==> src/rtl/run_length_word_gen.sv <==
`default_nettype none
// ============================================================================
// Module   : run_length_word_gen
// Purpose  : Builds the canonical word whose LSB-first run has a given length.
//            Optional macro RUN_LENGTH_WORD_GEN_RANGE_CHECK_EN adds a sticky err
//            output and drops counts above DATA_WIDTH instead of clamping them.
// Revision : 1.0 - initial release
// ============================================================================
module run_length_word_gen #(
    parameter int DATA_WIDTH = 16,
    parameter bit COUNT_ZERO = 1'b1,
    parameter bit FILL       = 1'b0,
    parameter bit PIPELINED  = 1'b1,
    localparam int CNT_BIT   = $clog2(DATA_WIDTH) + 1
) (
    input  logic                  clk,
    input  logic                  rst_n,
    input  logic                  in_valid,
    output logic                  in_ready,
    input  logic [CNT_BIT-1:0]    in_cnt,
    output logic                  out_valid,
    input  logic                  out_ready,
    output logic [DATA_WIDTH-1:0] out_data,
    output logic [DATA_WIDTH-1:0] out_mask,
    output logic [CNT_BIT-1:0]    out_cnt
`ifdef RUN_LENGTH_WORD_GEN_RANGE_CHECK_EN
    ,
    output logic                  err
`endif
);

    localparam int                    c_NST = PIPELINED ? CNT_BIT : 1;
    localparam logic [CNT_BIT-1:0]    c_DW  = CNT_BIT'(DATA_WIDTH);
    localparam logic [DATA_WIDTH-1:0] c_ONE = DATA_WIDTH'(1);

    // Count bit k contributes 2**k run positions, placed above the runs of all higher bits.
    function automatic logic [DATA_WIDTH-1:0] f_resolve(
        input logic [DATA_WIDTH-1:0] m,
        input logic [CNT_BIT-1:0]    cnt,
        input int                    hi,
        input int                    lo
    );
        logic [DATA_WIDTH-1:0] r;
        logic [DATA_WIDTH-1:0] run;
        logic [CNT_BIT-1:0]    off;
        r = m;
        for (int k = 0; k < CNT_BIT; k++) begin
            off = (cnt >> (k + 1)) << (k + 1);
            run = (c_ONE << (1 << k)) - c_ONE;
            if (k >= lo && k <= hi && cnt[k]) begin
                r = r | (run << off);
            end
        end
        return r;
    endfunction

    // mask+1 is the terminator bit; it wraps to zero for a full-width run.
    function automatic logic [DATA_WIDTH-1:0] f_word(input logic [DATA_WIDTH-1:0] m);
        logic [DATA_WIDTH-1:0] term;
        logic [DATA_WIDTH-1:0] above;
        term  = m + c_ONE;
        above = FILL ? ~(m | term) : '0;
        return (COUNT_ZERO ? term : m) | above;
    endfunction

    logic [c_NST:0]        stage_ready;
    logic [c_NST-1:0]      stage_valid;
    logic [CNT_BIT-1:0]    stage_cnt  [c_NST];
    logic [DATA_WIDTH-1:0] stage_mask [c_NST];
    logic [DATA_WIDTH-1:0] data_q;
    logic [CNT_BIT-1:0]    cnt_clamped;
    logic                  in_ok;

    assign cnt_clamped = (in_cnt > c_DW) ? c_DW : in_cnt;

`ifdef RUN_LENGTH_WORD_GEN_RANGE_CHECK_EN
    logic err_q;

    assign in_ok = (in_cnt <= c_DW);
    assign err   = err_q;

    always_ff @(posedge clk) begin
        if (!rst_n) begin
            err_q <= 1'b0;
        end else if (in_valid && in_ready && !in_ok) begin
            err_q <= 1'b1;
        end
    end
`else
    assign in_ok = 1'b1;
`endif

    assign stage_ready[c_NST] = out_ready;
    assign in_ready           = stage_ready[0];

    generate
        for (genvar s = 0; s < c_NST; s++) begin : g_stage
            localparam int c_HI = PIPELINED ? (CNT_BIT - 1 - s) : (CNT_BIT - 1);
            localparam int c_LO = PIPELINED ? (CNT_BIT - 1 - s) : 0;

            logic                  v_in;
            logic [CNT_BIT-1:0]    c_in;
            logic [DATA_WIDTH-1:0] m_in;
            logic [DATA_WIDTH-1:0] mask_d;
            logic                  valid_q;
            logic [CNT_BIT-1:0]    cnt_q;
            logic [DATA_WIDTH-1:0] mask_q;

            if (s == 0) begin : g_head
                assign v_in = in_valid & in_ok;
                assign c_in = cnt_clamped;
                assign m_in = '0;
            end else begin : g_body
                assign v_in = stage_valid[s-1];
                assign c_in = stage_cnt[s-1];
                assign m_in = stage_mask[s-1];
            end

            assign mask_d         = f_resolve(m_in, c_in, c_HI, c_LO);
            assign stage_ready[s] = ~valid_q | stage_ready[s+1];
            assign stage_valid[s] = valid_q;
            assign stage_cnt[s]   = cnt_q;
            assign stage_mask[s]  = mask_q;

            always_ff @(posedge clk) begin
                if (!rst_n) begin
                    valid_q <= 1'b0;
                    cnt_q   <= '0;
                    mask_q  <= '0;
                end else if (stage_ready[s]) begin
                    valid_q <= v_in;
                    if (v_in) begin
                        cnt_q  <= c_in;
                        mask_q <= mask_d;
                    end
                end
            end

            if (s == c_NST - 1) begin : g_tail
                always_ff @(posedge clk) begin
                    if (!rst_n) begin
                        data_q <= '0;
                    end else if (stage_ready[s] && v_in) begin
                        data_q <= f_word(mask_d);
                    end
                end
            end
        end
    endgenerate

    assign out_valid = stage_valid[c_NST-1];
    assign out_cnt   = stage_cnt[c_NST-1];
    assign out_mask  = stage_mask[c_NST-1];
    assign out_data  = data_q;

endmodule
`default_nettype wire

==> config.mk <==
export PLATFORM = sky130hd
export DESIGN_NAME = run_length_word_gen
export DESIGN_NICKNAME = d
export VERILOG_FILES = /design/src/rtl/run_length_word_gen.sv
export SDC_FILE = /design/constraint.sdc
export NUM_CORES = 1
export LEC_CHECK = 0
export CAP_MARGIN = 20
export CORE_ASPECT_RATIO = 0.75
export CORE_MARGIN = 1
export CORE_UTILIZATION = 44
export CTS_BUF_LIST = sky130_fd_sc_hd__clkbuf_8 sky130_fd_sc_hd__clkbuf_16
export DETAILED_ROUTE_END_ITERATION = 6
export PLACE_DENSITY = 0.68
export SLEW_MARGIN = 30
export SYNTH_ARGS = -nofsm -noshare
export SYNTH_HDL_FRONTEND = slang
export SYNTH_SLANG_ARGS = --single-unit
==> constraint.sdc <==
create_clock -name clk -period 2.8 [get_ports clk]
set_clock_uncertainty 0.05 [all_clocks]
set_input_delay 0.56 -clock clk [delete_from_list [all_inputs] [get_ports clk]]
set_output_delay 0.56 -clock clk [all_outputs]
set_load 0.03 [all_outputs]
==> reports/metrics.yaml, run 1 <==
via_per_inst: 5.46
holdPathStages: 2
numPortBuffers: 47
start_kind: "primary input"
post_cts_buffers: 0
postCtsHoldBufs: 0
grt_pass1_vias: 2436
rr_worst_depth: 7
clock.fmax_mhz: 371
seqCellArea_um2: 1440
tns_ps: 0
vdd.ir_drop.worst_uv: 254
fp.dieW_um: 97.4
overflow: 0
htree_num_levels: 3
clk_path_buf_depth: 2
num-nets-final: 410
numClockSinks: 72
p_sw_share_pct: 21.8
clk_pin_slew_worst_paths_ps: 70
antenna_found_initial: 0
clockPowerShare_pct: 42.7
maxCapViolCount: 0
rows: 25
fin_crit_ps: 2700
synthArstFlopShare_pct: 0
grt_pass1_wl_um: 11800
placed_cell_area_um2: 3510
period_share_pct: 96.3
worst_pin_slew_ps: 527
avgSynthCellArea_um2: 8.37
p_comb_share_pct: 5.3
design.core.area_um2: 6440
grt_max_degree: 35
ff2ff_setup_slack_ps: 750
multiInputGateArea_um2: 1390
ys_dominant_reg_cell: "dfxtp_1"
antenna_cells: 0
p_int_mw: 1.59
worst-setup-path-type: "in -> out"
cts_tree: "yes"
synth.net_count: 369
synthDistinctLibCells: 52
first_pass_iters: 4
switchingPower_uw: 443
n_fill_cell: 596
post_cts_resized: 0
reg2reg_to: "out_data[14]$_SDFFE_PN0P_"
initial_utilization_pct: 46.6
gp_congestion: 0.828
hold_viol: 0
cp.arrival_ps: 2090
seqPwrFrac_pct: 52.0
synth_edf_count: 0
cp_max_fo: 4
syn2layout_area_growth_pct: 24.1
relSlewSlack_pct: 64.7
vias: 2652
rsz0062_at_grt: "no"
setup_viol: 0
netlist_area_um2: 3010
clock_latency_ps: 340
drv_slew: 0
ys_seq_elements: 72
ant_nets: 0
end_kind: "output pin"
die_h_um: 73.6
p_leak_nw: 1.28
drive_above_1_share_pct: 9.14
design_area_um2: 3730
ys_seq_area_share_pct: 48.0
root_buffer: "clkbuf_8"
crit_required_ps: 2190
p_per_area_nw_per_um2: 544
routed_wl_um: 6840
detail_route.wl_per_cell_um: 14.1
stdcell_count: 486
hold_path_end: "g_stage[0].cnt_q[1]$_SDFFE_PN0P_"
yosysWarningCount: 0
drt_iter0_drc: 218
ios: 48
numCtsBuffers: 9
syn_inst: 359
grt_usage_pct: 20.8
worstHoldStart: "g_stage[0].cnt_q[1]$_SDFFE_PN0P_"
hp-class: "reg -> reg"
status: "complete, no violations"
drc: 0
fp.dieArea_um2: 7170
dp_cells: 470
dp_hpwl_um: 4760
r2r-start: "g_stage[3].cnt_q[0]$_SDFFE_PN0P_"
[kinds of logic after synthesis]
kind of cell,count (synthesis),share of synthesized area [%]
DFF,72,48.0
xor gates and xnor gates,3,0.874
adders and majority gates,1,0.416
AOI/OAI and AO/OA,88,18.2
buffers and inverters,34,5.79
and+or+nand+nor,155,24.7
muxes,6,2.00
[cell usage in the layout (no fill, tap or decap), drive strengths merged, types with 7 or more instances in the layout]
| master | count |
|---|---|
| a21oi | 49 |
| or3 | 7 |
| nor2 | 27 |
| clkbuf | 13 |
| buf | 9 |
| o21ai | 10 |
| nand3 | 15 |
| nand2 | 70 |
| a211oi | 10 |
| dfxtp | 72 |
| nor3 | 9 |
| clkdlybuf4s50 | 47 |
| inv | 9 |
[how the worst max path moves through the flow]
stage                to                   start
3_5_place_dp   in_ready               out_ready
3_3_place_gp   in_ready               out_ready
2_1_floorplan  in_ready  out_valid$_SDFFE_PN0P_
4_1_cts        in_ready               out_ready
5_1_grt        in_ready               out_ready
6_report       in_ready               out_ready
[flip-flops by register name, indices dropped and copies added, names as in the netlist]
register / cells
g_stage.cnt_q: 16
g_stage.mask_q: 15
g_stage.valid_q: 4
out_cnt: 5
out_mask: 15
out_valid: 1
out_data: 16
[metal layers]
metal / up-vias / wire length [um] / global-route usage [%]
met4: 0 / 57 / 8.17
met2: 64 / 2910 / 31.3
met1: 1242 / 3500 / 28.7
met3: 6 / 377 / 5.23
met5: - / 0 / 0
li1: 1340 / - / -
[critical path, stage by stage]
cell	delay [ps]
clkdlybuf4s50_1	510
and4b_1	240
nand3_1	110
clkdlybuf4s50_1	680
[Yosys cell counts (2+ instances only)]
| master | instances | area [um2] |
|---|---|---|
| a211oi_1 | 10 | 75.1 |
| a21oi_1 | 47 | 235 |
| a21oi_2 | 2 | 17.5 |
| a311oi_1 | 2 | 17.5 |
| a31oi_1 | 3 | 18.8 |
| a41oi_1 | 3 | 26.3 |
| and3_1 | 2 | 12.5 |
| buf_2 | 9 | 45.0 |
| buf_4 | 2 | 15.0 |
| buf_6 | 3 | 33.8 |
| clkbuf_1 | 9 | 33.8 |
| dfxtp_1 | 72 | 1440 |
| inv_1 | 6 | 22.5 |
| inv_2 | 2 | 7.51 |
| mux2i_1 | 6 | 60.1 |
| nand2_1 | 70 | 263 |
| nand2b_1 | 3 | 18.8 |
| nand3_1 | 15 | 75.1 |
| nand4_1 | 6 | 37.5 |
| nor2_1 | 26 | 97.6 |
| nor3_1 | 9 | 45.0 |
| nor3b_1 | 2 | 15.0 |
| o211a_1 | 2 | 20.0 |
| o211ai_1 | 3 | 22.5 |
| o21ai_0 | 7 | 35.0 |
| o31ai_1 | 2 | 15.0 |
| or3_1 | 7 | 43.8 |
| or3b_1 | 2 | 17.5 |
| or3b_2 | 2 | 17.5 |
| or4_1 | 2 | 15.0 |
| xor2_1 | 2 | 17.5 |
[cell type report]
| class | instances | area share (%) |
|---|---|---|
| inverter | 8 | 0.805 |
| clock buffer | 13 | 4.80 |
| sequential | 72 | 38.6 |
| timing repair buffer | 56 | 14.8 |
| tap | 81 | 2.72 |
| multi-input combinational | 253 | 37.3 |
| clock inverter | 3 | 1.04 |
[power by group through the flow]
stage	clock network, mW	registers, mW	logic (mW)
after CTS	0.886	1.06	0.107
after detailed placement	0	1.08	0.106
final	0.867	1.06	0.107
after floorplan	0	1.08	0.0617
after global placement	0	1.08	0.105
after global routing	0.933	1.06	0.118
[per-stage QoR]
step	power, mW	setup WS (ps)	hold slack, ps	util, %
6_report	2.03	103	403	57.9
5_1_grt	2.11	46.6	433	57.9
4_1_cts	2.05	107	405	57.9
3_5_place_dp	1.19	113	397	54.5
3_3_place_gp	1.18	146	393	54.5
2_1_floorplan	1.14	1090	381	-
Note: power is estimated with default switching activity, not from simulation.
==> run 2, diff against run 1 <==
--- a/config.mk
+++ b/config.mk
@@ -5,13 +5,14 @@
 export SDC_FILE = /design/constraint.sdc
 export NUM_CORES = 1
 export LEC_CHECK = 0
-export CAP_MARGIN = 20
 export CORE_ASPECT_RATIO = 0.75
 export CORE_MARGIN = 1
 export CORE_UTILIZATION = 44
 export CTS_BUF_LIST = sky130_fd_sc_hd__clkbuf_8 sky130_fd_sc_hd__clkbuf_16
+export CTS_CLUSTER_SIZE = 16
 export DETAILED_ROUTE_END_ITERATION = 6
 export PLACE_DENSITY = 0.68
+export SKIP_LAST_GASP = 1
 export SLEW_MARGIN = 30
 export SYNTH_ARGS = -nofsm -noshare
 export SYNTH_HDL_FRONTEND = slang
==> results of run 2 <==
Final layout, timing and power as in run 1 (identical DEF).
